<file path="src/rtl/mfp_ahb_single_master_if.sv">
// Command/response handshake plus AHB-Lite master signals of the single-beat initiator.
// The master modport is the initiator's view; slave is the agent/responder side.
interface mfp_ahb_single_master_if #(
  parameter int unsigned WAIT_W = 8
);
  logic              cmd_valid;
  logic              cmd_ready;
  logic              cmd_write;
  logic [31:0]       cmd_addr;
  logic [31:0]       cmd_wdata;
  logic              rsp_valid;
  logic [31:0]       rsp_rdata;
  logic              rsp_err;
  logic [WAIT_W-1:0] rsp_waits;
  logic              busy;
  logic [31:0]       HADDR;
  logic [1:0]        HTRANS;
  logic              HWRITE;
  logic [2:0]        HSIZE;
  logic [2:0]        HBURST;
  logic [31:0]       HWDATA;
  logic [31:0]       HRDATA;
  logic              HREADY;
  logic              HRESP;

  modport master (
    input  cmd_valid, cmd_write, cmd_addr, cmd_wdata, HRDATA, HREADY, HRESP,
    output cmd_ready, rsp_valid, rsp_rdata, rsp_err, rsp_waits, busy,
    output HADDR, HTRANS, HWRITE, HSIZE, HBURST, HWDATA
  );

  modport slave (
    output cmd_valid, cmd_write, cmd_addr, cmd_wdata, HRDATA, HREADY, HRESP,
    input  cmd_ready, rsp_valid, rsp_rdata, rsp_err, rsp_waits, busy,
    input  HADDR, HTRANS, HWRITE, HSIZE, HBURST, HWDATA
  );
endinterface

</file>
<file path="src/rtl/mfp_ahb_single_master.sv">
// AHB-Lite single-beat initiator: each accepted command becomes one non-overlapped word transfer,
// answered by a one-cycle response strobe with read data, error flag and wait-state count.
module mfp_ahb_single_master #(
  parameter int unsigned WAIT_W = 8
) (
  input logic                     HCLK,
  input logic                     HRESET,
  mfp_ahb_single_master_if.master bus
);
  typedef enum logic [1:0] {StIdle, StAddr, StData} state_e;

  localparam logic [1:0]        HtransIdle   = 2'b00;
  localparam logic [1:0]        HtransNonseq = 2'b10;
  localparam logic [WAIT_W-1:0] WaitMax      = '1;

  state_e            state_q;
  logic [31:0]       haddr_q;
  logic [31:0]       hwdata_q;
  logic [31:0]       wdata_q;
  logic [31:0]       rdata_q;
  logic [1:0]        htrans_q;
  logic              hwrite_q;
  logic              rsp_valid_q;
  logic              rsp_err_q;
  logic [WAIT_W-1:0] wait_cnt_q;
  logic [WAIT_W-1:0] rsp_waits_q;

  always_ff @(posedge HCLK) begin
    if (HRESET) begin
      state_q     <= StIdle;
      haddr_q     <= '0;
      hwdata_q    <= '0;
      wdata_q     <= '0;
      rdata_q     <= '0;
      htrans_q    <= HtransIdle;
      hwrite_q    <= 1'b0;
      rsp_valid_q <= 1'b0;
      rsp_err_q   <= 1'b0;
      wait_cnt_q  <= '0;
      rsp_waits_q <= '0;
    end else begin
      rsp_valid_q <= 1'b0;
      case (state_q)
        StIdle: begin
          if (bus.cmd_valid) begin
            haddr_q  <= {bus.cmd_addr[31:2], 2'b00};
            hwrite_q <= bus.cmd_write;
            wdata_q  <= bus.cmd_wdata;
            htrans_q <= HtransNonseq;
            state_q  <= StAddr;
          end
        end
        StAddr: begin
          // Dropping HTRANS here keeps the data phase free of any new address phase.
          if (bus.HREADY) begin
            htrans_q   <= HtransIdle;
            wait_cnt_q <= '0;
            if (hwrite_q) begin
              hwdata_q <= wdata_q;
            end
            state_q    <= StData;
          end
        end
        StData: begin
          if (bus.HREADY) begin
            rsp_valid_q <= 1'b1;
            rsp_err_q   <= bus.HRESP;
            rsp_rdata_capture();
            rsp_waits_q <= wait_cnt_q;
            state_q     <= StIdle;
          end else if (wait_cnt_q != WaitMax) begin
            wait_cnt_q <= wait_cnt_q + WAIT_W'(1);
          end
        end
        default: state_q <= StIdle;
      endcase
    end
  end

  // Writes report zero read data.
  function automatic void rsp_rdata_capture();
    rdata_q <= hwrite_q ? 32'h0 : bus.HRDATA;
  endfunction

  assign bus.cmd_ready = (state_q == StIdle);
  assign bus.busy      = (state_q != StIdle);
  assign bus.rsp_valid = rsp_valid_q;
  assign bus.rsp_rdata = rdata_q;
  assign bus.rsp_err   = rsp_err_q;
  assign bus.rsp_waits = rsp_waits_q;
  assign bus.HADDR     = haddr_q;
  assign bus.HTRANS    = htrans_q;
  assign bus.HWRITE    = hwrite_q;
  assign bus.HSIZE     = 3'b010;
  assign bus.HBURST    = 3'b000;
  assign bus.HWDATA    = hwdata_q;
endmodule

</file>
<file path="src/flat_wrapper.sv">
// flat-port wrapper written by rule: the top's interface ports become plain ports
module mfp_ahb_single_master_flat 
#(
  parameter int unsigned WAIT_W = 8
)
  (HCLK, HRESET, bus_cmd_valid, bus_cmd_write, bus_cmd_addr, bus_cmd_wdata, bus_HRDATA, bus_HREADY, bus_HRESP, bus_cmd_ready, bus_rsp_valid, bus_rsp_rdata, bus_rsp_err, bus_rsp_waits, bus_busy, bus_HADDR, bus_HTRANS, bus_HWRITE, bus_HSIZE, bus_HBURST, bus_HWDATA);
  mfp_ahb_single_master_if #(.WAIT_W(WAIT_W)) bus_i ();
  input logic HCLK;
  input logic HRESET;
  input wire logic [$bits(bus_i.cmd_valid)-1:0] bus_cmd_valid;
  input wire logic [$bits(bus_i.cmd_write)-1:0] bus_cmd_write;
  input wire logic [$bits(bus_i.cmd_addr)-1:0] bus_cmd_addr;
  input wire logic [$bits(bus_i.cmd_wdata)-1:0] bus_cmd_wdata;
  input wire logic [$bits(bus_i.HRDATA)-1:0] bus_HRDATA;
  input wire logic [$bits(bus_i.HREADY)-1:0] bus_HREADY;
  input wire logic [$bits(bus_i.HRESP)-1:0] bus_HRESP;
  output wire logic [$bits(bus_i.cmd_ready)-1:0] bus_cmd_ready;
  output wire logic [$bits(bus_i.rsp_valid)-1:0] bus_rsp_valid;
  output wire logic [$bits(bus_i.rsp_rdata)-1:0] bus_rsp_rdata;
  output wire logic [$bits(bus_i.rsp_err)-1:0] bus_rsp_err;
  output wire logic [$bits(bus_i.rsp_waits)-1:0] bus_rsp_waits;
  output wire logic [$bits(bus_i.busy)-1:0] bus_busy;
  output wire logic [$bits(bus_i.HADDR)-1:0] bus_HADDR;
  output wire logic [$bits(bus_i.HTRANS)-1:0] bus_HTRANS;
  output wire logic [$bits(bus_i.HWRITE)-1:0] bus_HWRITE;
  output wire logic [$bits(bus_i.HSIZE)-1:0] bus_HSIZE;
  output wire logic [$bits(bus_i.HBURST)-1:0] bus_HBURST;
  output wire logic [$bits(bus_i.HWDATA)-1:0] bus_HWDATA;
  assign bus_i.cmd_valid = bus_cmd_valid;
  assign bus_i.cmd_write = bus_cmd_write;
  assign bus_i.cmd_addr = bus_cmd_addr;
  assign bus_i.cmd_wdata = bus_cmd_wdata;
  assign bus_i.HRDATA = bus_HRDATA;
  assign bus_i.HREADY = bus_HREADY;
  assign bus_i.HRESP = bus_HRESP;
  assign bus_cmd_ready = bus_i.cmd_ready;
  assign bus_rsp_valid = bus_i.rsp_valid;
  assign bus_rsp_rdata = bus_i.rsp_rdata;
  assign bus_rsp_err = bus_i.rsp_err;
  assign bus_rsp_waits = bus_i.rsp_waits;
  assign bus_busy = bus_i.busy;
  assign bus_HADDR = bus_i.HADDR;
  assign bus_HTRANS = bus_i.HTRANS;
  assign bus_HWRITE = bus_i.HWRITE;
  assign bus_HSIZE = bus_i.HSIZE;
  assign bus_HBURST = bus_i.HBURST;
  assign bus_HWDATA = bus_i.HWDATA;
  mfp_ahb_single_master #(.WAIT_W(WAIT_W)) u_core (.HCLK(HCLK), .HRESET(HRESET), .bus(bus_i));
endmodule
</file>
<file path="config.mk">
export PLATFORM = sky130hd
export DESIGN_NAME = mfp_ahb_single_master_flat
export DESIGN_NICKNAME = d
export VERILOG_FILES = /design/src/rtl/mfp_ahb_single_master_if.sv /design/src/rtl/mfp_ahb_single_master.sv /design/src/flat_wrapper.sv
export SDC_FILE = /design/constraint.sdc
export NUM_CORES = 1
export LEC_CHECK = 0
export CAP_MARGIN = 15
export CORE_MARGIN = 2
export CORE_UTILIZATION = 40
export DETAILED_ROUTE_END_ITERATION = 8
export GPL_TIMING_DRIVEN = 1
export PLACE_DENSITY = 0.85
export SYNTH_ARGS = -nofsm -noshare
export SYNTH_HDL_FRONTEND = slang
export SYNTH_SLANG_ARGS = --single-unit
</file>
<file path="constraint.sdc">
create_clock -name HCLK -period 3.2 [get_ports HCLK]
set_input_delay 0.32 -clock HCLK [delete_from_list [all_inputs] [get_ports HCLK]]
set_output_delay 0.32 -clock HCLK [all_outputs]
set_load 0.02 [all_outputs]
</file>
==> results of run 1 <==
area by class of cell:
cell class | instances | area (sq um)
multi-input combinational | 409 | 2067
tap | 172 | 215.2
sequential | 148 | 2963
clock buffer | 20 | 436.7
clock inverter | 10 | 133.9
inverter | 2 | 7.507
timing repair buffer | 215 | 2155
fill | 1072 | 4745
stage by stage:
step           std cells  worst slack, ns  total power [W]  area, sq um
2_1_floorplan        612            1.641         0.002200         5293
3_3_place_gp         946           0.8842         0.002425         7407
3_5_place_dp         946           0.8147         0.002436         7407
4_1_cts              976           0.9900         0.004392         7978
5_1_grt              976           0.8224         0.004514         7978
6_report             976           0.9950         0.004343         7978
logic make-up (layout without fill, tap and decap cells):
kind of cell / count (synthesis) / after routing / share of synthesized area (%)
AO/OA/AOI/OAI: 154 / 154 / 18.01
adder cells (fa/ha/maj): 1 / 1 / 0.2375
buffers and inverters: 55 / 247 / 5.251
flip-flops: 148 / 148 / 56.26
multiplexers: 7 / 7 / 1.331
other: 2 / 9 / 0.1426
AND/OR/NAND/NOR: 238 / 238 / 18.77
cell usage after synthesis, types with 2 or more instances:
library cell and instances:
a21oi_1 107, nand3_1 7, a22o_1 32, nor2_1 12, buf_1 3, clkbuf_1 21
nand4b_1 2, and4_1 3, buf_2 17, buf_4 11, and2_1 2, nand2_1 200
nand3b_1 2, inv_1 2, conb_1 2, a31oi_1 3, o21ai_0 4, mux2i_1 7
dfxtp_1 148
placed cells by master, fill, tap and decap left out, types with 7 or more instances in the layout:
cell type and instances:
clkdlybuf4s50_1 206, nand2_1 199, dfxtp_1 148, a21oi_1 106
a22o_1 32, clkbuf_16 17, nor2_1 12, conb_1 9
mux2i_1 7, nand3_1 7, buf_4 7
how the worst min path moves through the flow:
stage                                    endpoint  slack (ns)  cells past startpoint
after floorplan              u_core.bus.HWDATA[0]        0.43                      2
after global placement      u_core.bus.HWDATA[14]        0.44                      2
after detailed placement     u_core.bus.HWDATA[8]        0.44                      2
after CTS                 u_core.bus.rsp_waits[0]        0.42                      2
after global routing      u_core.bus.rsp_waits[0]        0.44                      2
final                           u_core.wdata_q[5]        0.43                      2
routing by layer:
metal	up-vias	GRT usage (%)	wire length [um]
li1	2392	-	-
met1	2254	24.71	6110
met2	193	33.41	6854
met3	14	9.073	1376
met4	0	6.622	163
met5	-	0	0
registers in the layout, summed over array words and instances, names as in the netlist:
| register | flops |
|---|---|
| u_core.bus.HADDR | 30 |
| u_core.bus.HTRANS | 1 |
| u_core.bus.HWDATA | 32 |
| u_core.bus.HWRITE | 1 |
| u_core.bus.rsp_err | 1 |
| u_core.bus.rsp_rdata | 32 |
| u_core.bus.rsp_valid | 1 |
| u_core.bus.rsp_waits | 8 |
| u_core.state_q | 2 |
| u_core.wait_cnt_q | 8 |
| u_core.wdata_q | 32 |
power breakdown:
group,total [W],internal [W],switching [W]
registers,0.00194,0.00191,0.0000350
clock network,0.00195,0.00121,0.000735
logic,0.000453,0.000226,0.000227
total,0.00434,0.00335,0.000998
==> key figures, run 1 <==
CTS
  – CTS root buf: clkbuf_16
  – TritonCTS buffer count: 17
  – Hold buffers post-CTS: 0
  – Clock Path Buffers: 2
  – CTS tree: built
  – Clock Sinks: 148
  – Postcts setup bufs: 0
  – Clock latency on the worst-skew pair: 0.41 ns
  – H-tree levels: 4
  – Cts repair resizes: 0
  – Clk pin slew, worst setup/hold paths: 0.06 ns

Critical path
  – CP Launch Point: u_core.state_q[1]
  – Worst R2R Path Depth: 5
  – Critical Path Sink Type: register
  – Launch point of the worst reg-to-reg path: u_core.state_q[1]
  – Critical path endpoint: u_core.bus.rsp_rdata[3]
  – Top Family by Delay on Critical Path: simple AND/OR/NAND/NOR gates
  – CP Class: register to register
  – Worst path depth: 5
  – CP arrival: 2.55 ns
  – Slowest CP cell: dfxtp_1
  – Buf/Inv on CP: 1
  – Worst EP required: 3.54 ns
  – CP Max Fanout: 32
  – CP Cell Sequence: and2b_1 > nand2_1 > nor3_4 > buf_4 > a22o_1
  – Critical path launch point type: register
  – R2r endpoint: u_core.bus.rsp_rdata[3]
  – Setup slack, reg-to-reg: 0.99 ns
  – CP peak stage delay: 0.49 ns

Global routing
  – Global route total overflow: 0
  – Gr usage total: 20.70%
  – Global-route wire length before repair: 23.49 mm
  – Vias in the first global route: 4,572
  – Pin count of the biggest net entering global routing: 61
  – Initial antenna violation count: 0

STA
  – Period utilisation layout: 68.91%
  – Setup TNS Final: 0 ns
  – Slew Viols, Final: 0
  – Hold WS: 0.4309 ns
  – Slew at the pin closest to its max-slew limit: 0.6743 ns
  – Clk_skew: 0.009993 ns
  – Fmax: 453.5 MHz
  – Fin. Hold Viols: 0
  – RSZ-0062 raised after global routing: no
  – # setup viols final: 0
  – Max transition margin: 55.04%
  – Min Tclk post-route: 2.205 ns

Synth
  – YS warnings: 0
  – Post-synth top area share: 56.26%
  – Post-synth cell types: 39
  – Post-synth ARST share: 0%
  – Synth Flop Type: dfxtp_1
  – Most area-hungry cell type in the Yosys netlist: dfxtp_1
  – Cells after Synth: 605
  – Mapped Area: 0.005266 sq mm
  – EDFF count, synth: 0
  – Yosys reg bits: 148
  – Register area share after synthesis: 56.26%
  – Avg Cell Area, Syn: 8.705 sq um
  – Largest cells by area after synthesis: dfxtp_1 56%, nand2_1 14%, a21oi_1 10%, a22o_1 5.3%, buf_2 1.6%

Floorplanning
  – Die width: 118.7 um
  – Starting density of the core: 41.39%
  – Core area: 0.01272 sq mm
  – Die Height: 118.7 um
  – Num rows: 41
  – # IOs: 219
  – Die Area: 0.01410 sq mm

Detailed routing
  – Final wirelength: 14.51 mm
  – Vias: 4,853
  – DRC: 0
  – Iter 0 DRT Violations: 318
  – Routed wire per std cell: 14.86 um
  – Vias per cell: 4.972
  – First-pass iteration count of the detailed router: 4
  – Antenna-violating nets left: 0

Final layout
  – Share of cells above drive strength 1: 5.721%
  – Area grow syn2layout: 51.48%
  – Post-layout util: 62.71%
  – Final Net Count: 896
  – Diodes inserted: 0

Status
  – Status: complete, no violations

Hold path
  – Hold_sp: HRESET
  – Hold WC Path Type: input pin to register

Place
  – Routability cong.: 0.8232
  – PortBufs: 207
  – Hpwl dp: 9.803 mm

Pwr
  – Power density cells: 544.4 mW/mm^2
  – Leakage: 2.932 nW
  – VDD IR max: 0.4623 mV

Run
  – Max-capacitance violation count: 0
(Power assumes the default switching activity.)
==> run 2, diff against run 1 <==
==> constraint.sdc (replaced) <==
create_clock -name HCLK -period 2.2 [get_ports HCLK]
set_input_delay 0.22 -clock HCLK [delete_from_list [all_inputs] [get_ports HCLK]]
set_output_delay 0.22 -clock HCLK [all_outputs]
set_load 0.02 [all_outputs]
==> run 2 against run 1 <==
Net effect: critical endpoint is now bus_cmd_ready; power is 46% higher; non-clock buffer count is 4 higher; final area up 0.85%.
==> key figures, run 2 (synthesized netlist as in run 1, its figures left out) <==
Place
  – Routability cong.: 0.8365 (+1.6%)
  – Hpwl dp: 9.699 mm (-1.1%)
  – Place WS: 0.3131 ns (-0.5016 ns)
  – Dpl cell area: 0.007462 sq mm (+0.74%)
  – PortBufs: 207 (unchanged)

Critical path
  – Critical Path Sink Type: primary output
  – CP Cell Sequence: nor2_2 > clkdlybuf4s50_1
  – CP arrival: 1.78 ns (-0.77 ns)
  – CP peak stage delay: 0.66 ns (+0.17 ns)
  – Slowest CP cell: clkdlybuf4s50_1
  – Critical path launch point type: register
  – CP Launch Point: u_core.state_q[1]
  – CP Class: register to primary output
  – CP Max Fanout: 11 (-66%)
  – Launch point of the worst reg-to-reg path: u_core.state_q[1]
  – Worst EP required: 1.98 ns (-1.56 ns)

Pwr
  – Comb power frac: 10.5% (about the same)
  – Clk pwr share: 45.0% (about the same)
  – Part of the power in registers: 44.5% (-0.2 points)
  – Net Switching: 0.001451 W (+45%)
  – Power density cells: 789.2 mW/mm^2 (+45%)
  – Leakage: 2.963 nW (+1.1%)
  – Internal power: 0.004899 W (+46%)
  – VDD IR max: 0.5604 mV (+21%)
  – Sw Share: 22.85% (-0.12 points)

STA
  – RSZ-0062 raised after global routing: no
  – Min Tclk post-route: 1.995 ns
  – # setup viols final: 0 (unchanged)
  – Slew Viols, Final: 0 (unchanged)
  – Final WS setup: 0.2045 ns (-0.7905 ns)
  – Clk_skew: 0.01037 ns (+0.0003740 ns)
  – Fmax: 501.1 MHz
  – Setup TNS Final: 0 ns (unchanged)
  – Period utilisation layout: 90.70%
  – Fin. Hold Viols: 0 (unchanged)

Status
  – Status: complete, no violations

CTS
  – Clock Path Buffers: 2 (unchanged)
  – TritonCTS buffer count: 17 (unchanged)
  – Clk pin slew, worst setup/hold paths: 0.06 ns (about the same)
  – Clock Sinks: 148 (unchanged)
  – Hold buffers post-CTS: 0 (unchanged)
  – CTS root buf: clkbuf_16
  – Clock latency on the worst-skew pair: 0.42 ns (about the same)
  – CTS tree: built
  – Postcts setup bufs: 0 (unchanged)
  – H-tree levels: 4 (unchanged)

Global routing
  – Initial antenna violation count: 0 (unchanged)
  – Global route total overflow: 0 (unchanged)
  – Vias in the first global route: 4,750 (+3.9%)
  – Global-route wire length before repair: 23.34 mm (-0.65%)
  – Pin count of the biggest net entering global routing: 64 (+4.9%)
  – Gr usage total: 20.73% (+0.029 points)

Run
  – Max-capacitance violation count: 0 (unchanged)

Detailed routing
  – DRC: 0 (unchanged)
  – Vias: 4,872 (+0.39%)
  – Antenna-violating nets left: 0 (unchanged)
  – Final wirelength: 14.37 mm (-0.96%)
  – Iter 0 DRT Violations: 251 (-21%)
  – First-pass iteration count of the detailed router: 4 (unchanged)
  – Vias per cell: 4.971 (about the same)
  – Routed wire per std cell: 14.66 um (-1.4%)

Final layout
  – Commonest cells after routing, fill and taps aside: 206 x clkdlybuf4s50_1, 199 x nand2_1, 148 x dfxtp_1, 106 x a21oi_1, 32 x a22o_1
  – Diodes inserted: 0 (unchanged)
  – Post-layout util: 63.24% (+0.53 points)
  – Share of cells above drive strength 1: 6.436% (+0.71 points)
  – Finished Cell Area: 0.008045 sq mm (+0.85%)
  – Commonest non-fill, non-tap cell in the layout: clkdlybuf4s50_1
  – Filler Cells Inserted: 1,077 (+0.47%)
  – Area grow syn2layout: 52.77%
  – Final Net Count: 900 (+0.45%)

Floorplanning
  – Die Height: 118.7 um (unchanged)
  – Starting density of the core: 41.39% (unchanged)
  – Core area: 0.01272 sq mm (unchanged)
  – Num rows: 41 (unchanged)
  – # IOs: 219 (unchanged)
  – Die Area: 0.01410 sq mm (unchanged)
  – Die width: 118.7 um (unchanged)

Hold path
  – Hold WC Path Type: input pin to register
  – Hold_sp: HRESET
## run 2: changes by cell type in the layout (fill, tap and decap cells not counted), sizes merged
cell | before | now
buf | 9 | 13
clkinv | 4 | 5
inv | 3 | 2
## run 2: worst paths after layout
kind,slack (ns),end,cells after the start
setup / recovery,0.20,bus_cmd_ready,2
setup reg to reg,0.43,u_core.bus.rsp_rdata[28],5
hold / removal,0.16,u_core.wdata_q[8],2
hold reg to reg,0.45,u_core.bus.HWDATA[12],2
## run 2: area by class of cell
cell class / count / area (sq um) / share of cell area (%)
clock buffer: 20 / 446.7 / 5.552
inverter: 2 / 7.507 / 0.09331
clock inverter: 10 / 133.9 / 1.664
sequential: 148 / 2963 / 36.83
tap: 172 / 215.2 / 2.675
timing repair buffer: 219 / 2210 / 27.47
multi-input combinational: 409 / 2069 / 25.72
## run 2: power by group through the flow
stage                     Combinational, W  Clock (W)  Sequential (W)
after floorplan                   0.000269          0         0.00293
after global placement            0.000661          0         0.00288
after detailed placement          0.000668          0         0.00288
after CTS                         0.000672    0.00291         0.00282
after global routing              0.000725    0.00304         0.00283
final                             0.000667    0.00286         0.00282
## run 2: critical path, delay by kind of cell, from the launching register on
kind / cells / cell delay [ns]
buf+inv: 1 / 0.66
flops: 1 / 0.41
simple gates: 1 / 0.29
## run 2: repair_timing
item | 4_1_cts | 5_1_grt
hold endpoints to repair | 0 | 0
setup endpoints to repair | 0 | 2
resized for setup | 0 | 1
## run 2: through the flow
| step | power [W] | std cells | hold slack (ns) |
|---|---|---|---|
| floorplan | 0.003200 | 612 | 0.3455 |
| global placement | 0.003537 | 950 | 0.4369 |
| detailed placement | 0.003549 | 950 | 0.4431 |
| CTS | 0.006402 | 980 | 0.1647 |
| global route | 0.006604 | 980 | 0.1813 |
| finish | 0.006350 | 980 | 0.1623 |
## run 2: layer usage
layer | routed length (um) | vias up | part of all wire [%] | GRT usage, %
li1 | - | 2402 | - | -
met5 | 0 | - | 0 | 0
met2 | 6770 | 194 | 47 | 34.02
met1 | 5878 | 2251 | 41 | 23.52
met3 | 1447 | 25 | 10 | 9.411
met4 | 268 | 0 | 1.9 | 7.961
==> run 3, diff against run 2 <==
--- a/config.mk
+++ b/config.mk
@@ -8,6 +8,7 @@
 export CAP_MARGIN = 15
 export CORE_MARGIN = 2
 export CORE_UTILIZATION = 40
+export CTS_BUF_LIST = sky130_fd_sc_hd__clkbuf_4
 export DETAILED_ROUTE_END_ITERATION = 8
 export GPL_TIMING_DRIVEN = 1
 export PLACE_DENSITY = 0.85
==> run 3 against run 2 <==
Net effect: worst setup slack gained 0.020 ns; power shrank 18%; via count shrank 0.66%; clock power shrank 40%; flip-flop and latch count is the same; sequential power is essentially flat; critical endpoint unchanged; largest power group is now sequential cells; highest routed layer unchanged.
==> key figures, run 3 (synthesized netlist as in run 1, its figures left out) <==
Status
  – Status: complete, no violations

Floorplanning
  – Core area: 0.01272 sq mm (unchanged)
  – Num rows: 41 (unchanged)
  – Die Height: 118.7 um (unchanged)
  – Die width: 118.7 um (unchanged)
  – Die Area: 0.01410 sq mm (unchanged)
  – Starting density of the core: 41.39% (unchanged)
  – # IOs: 219 (unchanged)

Critical path
  – CP Max Fanout: 11 (unchanged)
  – Worst EP required: 1.98 ns (about the same)
  – Critical Path Sink Type: primary output
  – CP Class: register to primary output
  – CP arrival: 1.76 ns (-0.02 ns)
  – Critical path launch point type: register

Final layout
  – Final Net Count: 901 (+0.11%)
  – Post-layout util: 61.01% (-2.2 points)
  – Area grow syn2layout: 47.40%
  – Diodes inserted: 0 (unchanged)
  – Commonest non-fill, non-tap cell in the layout: clkdlybuf4s50_1
  – Finished Cell Area: 0.007762 sq mm (-3.5%)
  – Commonest cells after routing, fill and taps aside: 206 x clkdlybuf4s50_1, 199 x nand2_1, 146 x dfxtp_1, 106 x a21oi_1, 32 x a22o_1
  – Share of cells above drive strength 1: 6.799% (+0.36 points)

Detailed routing
  – Antenna-violating nets left: 0 (unchanged)
  – First-pass iteration count of the detailed router: 4 (unchanged)
  – DRC: 0 (unchanged)
  – Iter 0 DRT Violations: 258 (+2.8%)
  – Routed wire per std cell: 14.17 um (-3.3%)
  – Final wirelength: 13.90 mm (-3.2%)
  – Vias: 4,840 (-0.66%)
  – Vias per cell: 4.934 (-0.76%)

Place
  – Routability cong.: 0.8365 (unchanged)
  – Dpl cell area: 0.007462 sq mm (unchanged)
  – Hpwl dp: 9.699 mm (unchanged)
  – PortBufs: 207 (unchanged)

CTS
  – Clock latency on the worst-skew pair: 0.55 ns (+0.13 ns)
  – CTS tree: built
  – CTS root buf: clkbuf_4
  – Clock Sinks: 148 (unchanged)
  – TritonCTS buffer count: 17 (unchanged)
  – Clk pin slew, worst setup/hold paths: 0.12 ns (+0.06 ns)
  – H-tree levels: 4 (unchanged)
  – Clock Path Buffers: 2 (unchanged)
  – Postcts setup bufs: 0 (unchanged)

STA
  – Setup TNS Final: 0 ns (unchanged)
  – Clk_skew: 0.01217 ns (+0.001805 ns)
  – Period utilisation layout: 89.80% (-0.90 points)
  – Fin. Hold Viols: 0 (unchanged)
  – Fmax: 506.2 MHz (+1.0%)
  – Min Tclk post-route: 1.976 ns (-0.01980 ns)
  – RSZ-0062 raised after global routing: no
  – Slew Viols, Final: 0 (unchanged)
  – # setup viols final: 0 (unchanged)

Global routing
  – Global-route wire length before repair: 22.56 mm (-3.4%)
  – Initial antenna violation count: 0 (unchanged)
  – Vias in the first global route: 4,618 (-2.8%)
  – Global route total overflow: 0 (unchanged)
  – Pin count of the biggest net entering global routing: 64 (unchanged)
  – Gr usage total: 19.97% (-0.76 points)

Hold path
  – Hold WC Path Type: input pin to register

Pwr
  – VDD IR max: 0.4739 mV (-15%)
  – Power density cells: 670.4 mW/mm^2 (-15%)
  – Leakage: 2.840 nW (-4.2%)

Run
  – Max-capacitance violation count: 0 (unchanged)
==> run 3: cell count changes in the layout (fill, tap and decap cells not counted), sizes merged <==
cell	change
clkbuf	-1
clkinv	+1
dlygate4sd3	+1
==> run 3: layout make-up <==
class | instances | area [sq um]
multi-input cells | 409 | 2074
well taps | 172 | 215.2
flip-flops and latches | 148 | 2965
clock buffers | 19 | 142.6
repair buffers | 220 | 2220
fillers | 1111 | 4960
inverters | 2 | 7.507
clock inverters | 11 | 137.6
==> run 3: repair_timing <==
item                                   4_1_cts  5_1_grt
gates cloned                                 0        0
pin swaps                                    0        0
setup endpoints to repair                    2        2
endpoints found under the hold margin       12        0
hold buffers                                 1        0
gates resized for setup                      2        2
==> run 3: metal layers <==
layer / up-vias / global-route usage [%] / share of wire, %
li1: 2399 / - / -
met1: 2227 / 23.33 / 42
met2: 188 / 31.75 / 46
met3: 26 / 8.639 / 9.4
met4: 0 / 8.780 / 2.4
met5: - / 0 / 0
==> run 3: path summary, 6_finish.rpt <==
path | from | cells past startpoint | endpoint | slack (ns)
max | u_core.state_q[1] | 2 | bus_cmd_ready | 0.22
min | bus_cmd_addr[17] | 3 | u_core.bus.HADDR[17] | 0.20
max reg2reg | u_core.wait_cnt_q[0] | 5 | u_core.wait_cnt_q[0] | 0.52
min reg2reg | u_core.wdata_q[12] | 2 | u_core.bus.HWDATA[12] | 0.45
==> run 3: critical path, stage by stage, from the launching register on <==
cell and delay (ns):
dfxtp_2 0.40, nor2_4 0.19, clkdlybuf4s50_1 0.63
==> run 3: through the flow <==
| step | hold slack, ns | setup WS, ns | instances | total power [W] |
|---|---|---|---|---|
| after detailed placement | 0.4431 | 0.3131 | 950 | 0.003549 |
| after global placement | 0.4369 | 0.3296 | 950 | 0.003537 |
| after CTS | 0.1517 | 0.03466 | 981 | 0.005266 |
| after floorplan | 0.3455 | 0.6407 | 612 | 0.003200 |
| final | 0.1996 | 0.2243 | 981 | 0.005204 |
| after global routing | 0.1465 | 0.08912 | 981 | 0.005452 |
==> run 3: where the power goes <==
group	internal (W)	switching (W)	leakage, nW
combinational	0.000337	0.000330	1.48
clock	0.000790	0.000926	0.151
sequential	0.00277	0.0000509	1.20
total	0.00390	0.00131	2.84
